`src/rtl/pipe_ctrl_pkg.sv`:
```
// Shared definitions for the pipeline mode sequencer: mode encoding and
// wait-counter limits used by the RISC-V pipeline control logic.
package pipe_ctrl_pkg;

  localparam int MODE_W = 2;

  typedef enum logic [MODE_W-1:0] {
    RUN        = 2'b00,
    FLUSH      = 2'b01,
    MEM_WAIT   = 2'b10,
    INSTR_LOAD = 2'b11
  } modeT;

  localparam int         WAIT_W   = 8;
  localparam logic [7:0] WAIT_MAX = 8'd255;

endpackage

```
`src/rtl/flush_counter.sv`:
```
// Loadable down-counter that times the FLUSH_HOLD window; stops at zero
// and reports it so the sequencer knows when the flush is complete.
module flush_counter #(
  parameter int WIDTH = 2
) (
  input  logic             clk,
  input  logic             rst,
  input  logic             load,
  input  logic [WIDTH-1:0] loadValue,
  input  logic             en,
  output logic [WIDTH-1:0] count,
  output logic             isZero
);

  assign isZero = (count == '0);

  // NOTE: sequential state uses non-blocking assignments so every register
  // samples pre-edge values, independent of block evaluation order.
  always_ff @(posedge clk or posedge rst) begin
    if (rst) begin
      count <= '0;
    end else if (load) begin
      count <= loadValue;
    end else if (en && !isZero) begin
      count <= count - 1'b1;
    end
  end

endmodule

```
`src/rtl/pipe_mode_sequencer.sv`:
```
// Pipeline mode controller: sequences RUN / FLUSH / MEM_WAIT / INSTR_LOAD and
// drives the global stall (MASTER_HOLD) and fetch/decode bubble (FLUSH_HOLD).
module pipe_mode_sequencer
  import pipe_ctrl_pkg::*;
#(
  parameter int FLUSH_DEPTH   = 3,
  parameter int LOAD_WORDS    = 1024,
  parameter int MEM_TIMEOUT   = 255,
  parameter int START_IN_LOAD = 1,
  localparam int AW = $clog2(LOAD_WORDS)
) (
  input  logic              clk,
  input  logic              rst,
  input  logic              branchJump,
  input  logic              ramReady,
  input  logic              regWriteCollision,
  input  logic              instrLoadReq,
  input  logic              loadWordValid,
  output logic              MASTER_HOLD,
  output logic              FLUSH_HOLD,
  output logic              LOAD_ACTIVE,
  output logic [AW-1:0]     loadAddr,
  output logic              memTimeout,
  output logic [MODE_W-1:0] modeState
);

  localparam int          FW            = $clog2(FLUSH_DEPTH + 1);
  localparam logic [FW-1:0] FLUSH_START = FW'(FLUSH_DEPTH - 1);
  localparam logic [AW-1:0] LAST_ADDR   = AW'(LOAD_WORDS - 1);
  localparam logic [WAIT_W-1:0] TIMEOUT_AT = WAIT_W'(MEM_TIMEOUT);
  localparam modeT        RESET_MODE    = (START_IN_LOAD != 0) ? INSTR_LOAD : RUN;

  modeT              state, stateNext;
  logic [WAIT_W-1:0] waitCtr, waitNext;
  logic              pendBranch;
  logic              flushLoad, flushEn, flushZero;
  logic              loadAddrClr, loadAddrInc;
  logic              waitStart, waitHold, waitExit;
  logic              timeoutHit;
  logic [FW-1:0]     flushCount;

  flush_counter #(.WIDTH(FW)) flushCounter (
    .clk       (clk),
    .rst       (rst),
    .load      (flushLoad),
    .loadValue (FLUSH_START),
    .en        (flushEn),
    .count     (flushCount),
    .isZero    (flushZero)
  );

  // Frozen while RAM stalls, so a stalled flush still lasts FLUSH_DEPTH ready cycles.
  assign flushEn = (state == FLUSH) && ramReady;

  // NOTE: every signal written here gets a default first, so no path through
  // the case leaves one unassigned and no latch is inferred.
  always_comb begin
    stateNext   = state;
    flushLoad   = 1'b0;
    loadAddrClr = 1'b0;
    loadAddrInc = 1'b0;
    waitStart   = 1'b0;
    waitHold    = 1'b0;
    waitExit    = 1'b0;
    unique case (state)
      RUN: begin
        if (instrLoadReq) begin
          stateNext   = INSTR_LOAD;
          loadAddrClr = 1'b1;
        end else if (!ramReady) begin
          stateNext = MEM_WAIT;
          waitStart = 1'b1;
        end else if (branchJump) begin
          stateNext = FLUSH;
          flushLoad = 1'b1;
        end
      end
      FLUSH: begin
        if (ramReady && flushZero) stateNext = RUN;
      end
      MEM_WAIT: begin
        if (ramReady) begin
          waitExit = 1'b1;
          if (pendBranch) begin
            stateNext = FLUSH;
            flushLoad = 1'b1;
          end else begin
            stateNext = RUN;
          end
        end else begin
          waitHold = 1'b1;
        end
      end
      INSTR_LOAD: begin
        if (loadWordValid) begin
          if (loadAddr == LAST_ADDR) begin
            stateNext   = FLUSH;
            flushLoad   = 1'b1;
            loadAddrClr = 1'b1;
          end else begin
            loadAddrInc = 1'b1;
          end
        end
      end
    endcase
  end

  always_comb begin
    waitNext = waitCtr;
    if (waitStart) begin
      waitNext = WAIT_W'(1);
    end else if (waitExit) begin
      waitNext = '0;
    end else if (waitHold && (waitCtr != WAIT_MAX)) begin
      waitNext = waitCtr + 1'b1;
    end
  end

  // Raised on the edge where the wait count reaches the limit, so the flag is
  // already visible during that wait cycle.
  assign timeoutHit = (waitStart || waitHold) && (waitNext >= TIMEOUT_AT);

  always_ff @(posedge clk or posedge rst) begin
    if (rst) begin
      state      <= RESET_MODE;
      loadAddr   <= '0;
      waitCtr    <= '0;
      pendBranch <= 1'b0;
      memTimeout <= 1'b0;
    end else begin
      state   <= stateNext;
      waitCtr <= waitNext;
      if (loadAddrClr) begin
        loadAddr <= '0;
      end else if (loadAddrInc) begin
        loadAddr <= loadAddr + 1'b1;
      end
      if (waitStart) begin
        pendBranch <= branchJump;
      end else if (waitExit) begin
        pendBranch <= 1'b0;
      end
      if (timeoutHit) memTimeout <= 1'b1;
    end
  end

  assign MASTER_HOLD = (state == INSTR_LOAD) || (state == MEM_WAIT) ||
                       ((state == FLUSH) && !ramReady) ||
                       ((state == RUN) && regWriteCollision);
  assign FLUSH_HOLD  = (state == FLUSH);
  assign LOAD_ACTIVE = (state == INSTR_LOAD);
  assign modeState   = state;

endmodule
```
`config.mk`:
```
export PLATFORM = sky130hd
export DESIGN_NAME = pipe_mode_sequencer
export DESIGN_NICKNAME = d
export VERILOG_FILES = /design/src/rtl/pipe_ctrl_pkg.sv /design/src/rtl/flush_counter.sv /design/src/rtl/pipe_mode_sequencer.sv
export SDC_FILE = /design/constraint.sdc
export NUM_CORES = 1
export LEC_CHECK = 0
export ABC_AREA = 0
export CORE_AREA = 2 2 57 59
export DETAILED_ROUTE_END_ITERATION = 6
export DIE_AREA = 0 0 59 61
export PLACE_DENSITY = 0.76
export SYNTH_ARGS = -nofsm -noshare
export SYNTH_HDL_FRONTEND = slang
export SYNTH_HIERARCHICAL = 1
export SYNTH_SLANG_ARGS = --single-unit
export TNS_END_PERCENT = 5
```
`constraint.sdc`:
```
create_clock -name clk -period 2.9 [get_ports clk]
set_clock_uncertainty 0.1 [all_clocks]
set_input_delay 0.58 -clock clk [delete_from_list [all_inputs] [get_ports clk]]
set_output_delay 0.58 -clock clk [all_outputs]
set_load 0.02 [all_outputs]
```
======== After elaboration in Yosys (flattened, before gate mapping) ========
Cells that the tools add are included.
storage, ports and cells
  word-level logic and storage cells ...... 76
  register bits ........................... 24
  input port bits ......................... 7
  output and inout bits ................... 16
operators by class
  order comparisons ....................... 1
  reductions and logical operators ........ 19
  eq/ne operators ......................... 10
  muxes and demuxes ....................... 37
  $add $sub $neg .......................... 3
operator list
  cell                                                      number
  two-way mux 8 bit                                         3
  two-way mux 1 bit                                         20
  two-way mux 10 bit                                        2
  two-way mux 2 bit                                         9
  adder 10 x 1 -> 10 bit, second input constant             1
  equality test 10 bit, second input constant               1
  adder 8 x 1 -> 8 bit, second input constant               1
  greater-or-equal comparator 8 bit, second input constant  1
  inequality test 8 bit, second input constant              1
  case mux 2 bit (4 select lines)                           1
  logical AND 1 bit                                         7
  nonzero test 2 bit                                        3
  AND reduction 5 bit                                       1
  equality test 2 bit, second input constant                2
  logical NOT 2 bit                                         2
  logical OR 1 bit                                          4
  inequality test 2 x 1 -> 1 bit, second input constant     2
  inequality test 2 bit, second input constant              2
  inequality test 4 bit, second input constant              1
  case mux 1 bit (3 select lines)                           1
  equality test 2 x 1 -> 1 bit, second input constant       1
  logical NOT 1 bit                                         2
  case mux 1 bit (2 select lines)                           1
  subtractor 2 x 1 -> 2 bit, second input constant          1

======== Depth between registers and ports, before layout ========
  depth after elaboration ................. 8
  depth in mapped cells ................... 8
  gate-level depth less buffers ........... 8

======== By module ========
The synthesis kept the hierarchy.
by module, submodules not included
  module               area an instance (µm²)  cells an instance  seq. area each (µm²)  instances
  pipe_mode_sequencer  1386.3                  153                553.0                 1
  flush_counter        135.1                   13                 50.0                  1

======== Worst setup path after synthesis ========
No wires, ideal clock.
  path kind ............................... register to output
  from .................................... register state[0], in the netlist modeState[0]
  to ...................................... output MASTER_HOLD
  setup slack ............................. 695 ps
  buffers on the path ..................... 0
  stages on the path, launching flop included .. 4
  required time ........................... 2220 ps
  arrival time ............................ 1525 ps
  cell sequence ........................... dfstp_2 ha_1 inv_1 o21ai_0
on the way
  word-level cells in the longest chain between the ends .. 4
  elaborated cells on any way between the ends .. 9
  classes of those cells .................. 3 x eq/ne; 6 x reduce/logical
ends and longest elaborated chain
  item                          line                        source
  start, declared               pipe_mode_sequencer.sv:33   modeT state, stateNext;
  start signal, assigned        pipe_mode_sequencer.sv:131  state <= stateNext;
  equality test 2 x 1 -> 1 bit  -
  via FLUSH_HOLD                pipe_mode_sequencer.sv:20   output logic FLUSH_HOLD,
  logical AND 1 bit             pipe_mode_sequencer.sv:148  ((state == FLUSH) && !ramReady) ||
  logical OR 1 bit              pipe_mode_sequencer.sv:147  assign MASTER_HOLD = (state == INSTR_LOAD) || (state == MEM_WAIT) ||
  logical OR 1 bit              pipe_mode_sequencer.sv:148
  end, declared                 pipe_mode_sequencer.sv:19   output logic MASTER_HOLD,
The timed path passes the listed nets, and every way through them passes these cells.

======== Final worst setup path ========
  from .................................... register state[0], in the netlist modeState[0]
  to ...................................... output LOAD_ACTIVE
on the way
  word-level cells in the longest chain between the ends .. 1
ends and longest elaborated chain
  item                 line                        source
  equality test 2 bit  pipe_mode_sequencer.sv:151  assign LOAD_ACTIVE = (state == INSTR_LOAD);
  end, declared        pipe_mode_sequencer.sv:21   output logic LOAD_ACTIVE,
No other way between the ends.

==> summary.md <==
| Metric | Value |
|---|---|
| FFs w/ async S/R, synth | `1.00` |
| First-pass GRT wire length | `5680 microns` |
| Initial Utilization | `0.515` |
| Row count | `20` |
| Clock sinks | `24` |
| ANT nets after route | `0` |
| Largest net degree at the start of global routing | `23` |
| TNS Setup | `0 ns` |
| H-tree Lvls | `1` |
| Routed metal-1 wirelength | `1540 microns` |
| Cell Area, Synth | `1520 sq um` |
| Number of synthesized flops with an enable pin | `0` |
| Share of the synthesized area in the top cell type | `0.362` |
| Metal3 WL | `123 microns` |
| Reg-to-reg critical path endpoint | `flushCounter/count[0]$_DFFE_PP0P_` |
| Final Cycle Share | `0.881` |
| Sequential share of the synthesized area | `0.396` |
| CP endpoint kind | `primary output` |
| Final Hold Fails | `0` |
| Post-CTS sizing | `0` |
| Horiz. Die Dim | `59 microns` |
| GRT Util Overall | `0.204` |
| Vias in the first global route | `1319` |
| Final wirelength | `3360 microns` |
| Synth top area cells | `dfrtp_1, ha_1, nor2_1` |
| Max-Cap Viols | `0` |
| Crit path DAT | `1.87 ns` |
| Syn nets | `180` |
| Diodes inserted | `0` |
| Inst Count DP | `221` |
| Synth cell types | `49` |
| Max-slew headroom | `0.425` |
| CORE AREA | `2950 sq um` |
| Layout cells sized above 1 | `0.0885` |
| Initial antenna violation count | `0` |
| CTS tree | `done` |
| Worst hold path type | `in -> async` |
| Count of endpoints failing setup in the final report | `0` |
| Met2 WL | `1690 microns` |
| GPL Wtd Cong | `0.971` |
| Mapped Avg Cell Area | `9.17 sq um` |
| Top Layer Used | `met4` |
| DR vias | `1338` |
| Crit start category | `flip-flop` |
| Max Freq | `391 MHz` |
| Layout area overhead | `20.1%` |
| Worst R2R Start | `modeState[1]$_DFFE_PP1P_` |
| Die area | `3600 sq um` |
| Post-Layout Cell Count | `225` |
| Crit Path Class | `reg -> out` |
| DR iter-0 viols | `70` |
| Post-CTS Repair Setup Buffers | `0` |
| Worst EP required | `2.22 ns` |
| Power per cell area | `695 nW/um^2` |
| RSZ-0062 raised after global routing | `false` |
| I/O pin total | `23` |
| Clock buffer depth | `2` |
| Synth area leader | `dfrtp_1` |
| Leak | `0.778 nW` |
| Clock Pin Slew Worst Setup and Hold Paths | `0.14 ns` |
| Later-pin clock latency in the skew report | `0.31 ns` |
| Fin nets | `207` |
| R2R cell count | `8` |
| Post-Place Setup Slack | `0.277 ns` |
| Final worst slack | `0.345 ns` |
| DR pass1 iterations | `4` |
| Hpwl dp | `2590 microns` |
| # DRC | `0` |
| Average wire per standard cell | `14.9 microns` |
| Status | `completed` |
| Final Slew Violations | `0` |
| CTS Buf Count | `3` |
| Reg2reg setup slack | `0.63 ns` |
| Die H | `61 microns` |
| YS warnings | `6` |
| Hold-fix buffers at CTS | `0` |
| Grt ovf | `0` |
| Dominant synthesized flop cell | `dfrtp_1` |
| Number of vias per cell | `5.95` |
| Worst Path Max Fanout | `6` |
| Tmin final | `2.55 ns` |
| #FFs+latches synth | `24` |
| CTS Root Cell | `clkbuf_4` |
| # port buffers | `22` |
| Maximum vdd drop | `0.454 mV` |
| Worst Tran Pin Value | `0.861 ns` |
| Synthesized netlist cell count | `166` |
[power by group]
group          internal (mW)  switching (mW)  total [mW]  leakage (nW)
combinational          0.277           0.334       0.612         0.437
sequential             0.408          0.0756       0.484         0.320
clock                 0.0765          0.0981       0.175        0.0210
total                  0.762           0.508        1.27         0.778
[registers in the layout (all words and copies together), names as in the netlist]
name and count:
modeState 2, loadAddr 10, pendBranch 1, memTimeout 1
flushCounter/count 2, waitCtr 8
[worst max-delay path, cell delays in order, from the launching register on]
cell and delay (ns):
dfstp_2 0.59, ha_1 0.31, clkdlybuf4s50_1 0.66
[final cells by class]
class | count | area, sq um
multi-input combinational | 128 | 863
sequential | 24 | 603
clock buffer | 4 | 36.3
tap | 33 | 41.3
inverter | 12 | 45.0
timing repair buffer | 24 | 238
fill | 264 | 1130
[stage by stage]
| step | hold WS (ns) | power, mW | cell area, sq um | util |
|---|---|---|---|---|
| floorplan | 0.221 | 0.889 | 1520 | - |
| CTS | 0.329 | 1.27 | 1820 | 0.618 |
| global placement | 0.364 | 1.07 | 1790 | 0.606 |
| detailed placement | 0.375 | 1.10 | 1790 | 0.606 |
| finish | 0.330 | 1.27 | 1830 | 0.619 |
| global route | 0.338 | 1.36 | 1830 | 0.619 |
[how the worst max path moves through the flow]
stage | start | end | slack [ns] | cells after the start
after detailed placement | instrLoadReq | flushCounter/count[1]$_DFFE_PP0P_ | 0.28 | 7
final | modeState[0]$_DFFE_PP1P_ | LOAD_ACTIVE | 0.35 | 2
after floorplan | modeState[0]$_DFFE_PP1P_ | MASTER_HOLD | 0.70 | 3
after global routing | modeState[0]$_DFFE_PP1P_ | LOAD_ACTIVE | 0.29 | 2
after CTS | modeState[0]$_DFFE_PP1P_ | MASTER_HOLD | 0.06 | 5
after global placement | regWriteCollision | MASTER_HOLD | 0.31 | 4
[kinds of logic after synthesis]
kind of cell / share of synthesized area
buffers and inverters: 0.0362
AO/OA/AOI/OAI: 0.150
multiplexers: 0.0337
AND/OR/NAND/NOR: 0.263
flip-flops: 0.396
adder cells (fa/ha/maj): 0.0576
other: 0.00494
XOR/XNOR: 0.0576
[cells in the mapped netlist, drive strengths merged, types with 2 or more instances]
cell    number
and2b        2
xnor2        9
nor4b        2
ha           7
a21oi        8
nor3         6
dfstp        2
nand2       11
dfrtp       22
nand4        2
nand3       10
buf          2
nor2        22
nand2b       3
and4         2
inv         12
conb         2
a21o         3
nand3b       2
a221o        2
o21ai        7
mux2i        4
nor4         3
a221oi       2
[placed cells by master (no fill, tap or decap), types with 3 or more instances in the layout]
cell             count
a21oi_1              7
inv_1               12
nand2_1             11
xnor2_1              9
dfrtp_1             22
mux2i_1              4
nor2_1              22
a21o_1               3
nor4_1               3
nand2b_1             3
clkdlybuf4s50_1     21
o21ai_0              7
ha_1                 7
clkbuf_4             3
nand3_1             10
nor3_1               5
[per-layer routing]
layer  GRT usage  vias up
met4      0.0519        0
li1            -      645
met3      0.0213        2
met2       0.363       35
met5           0        -
met1       0.265      656
Note: power is estimated with default switching activity, not from simulation.
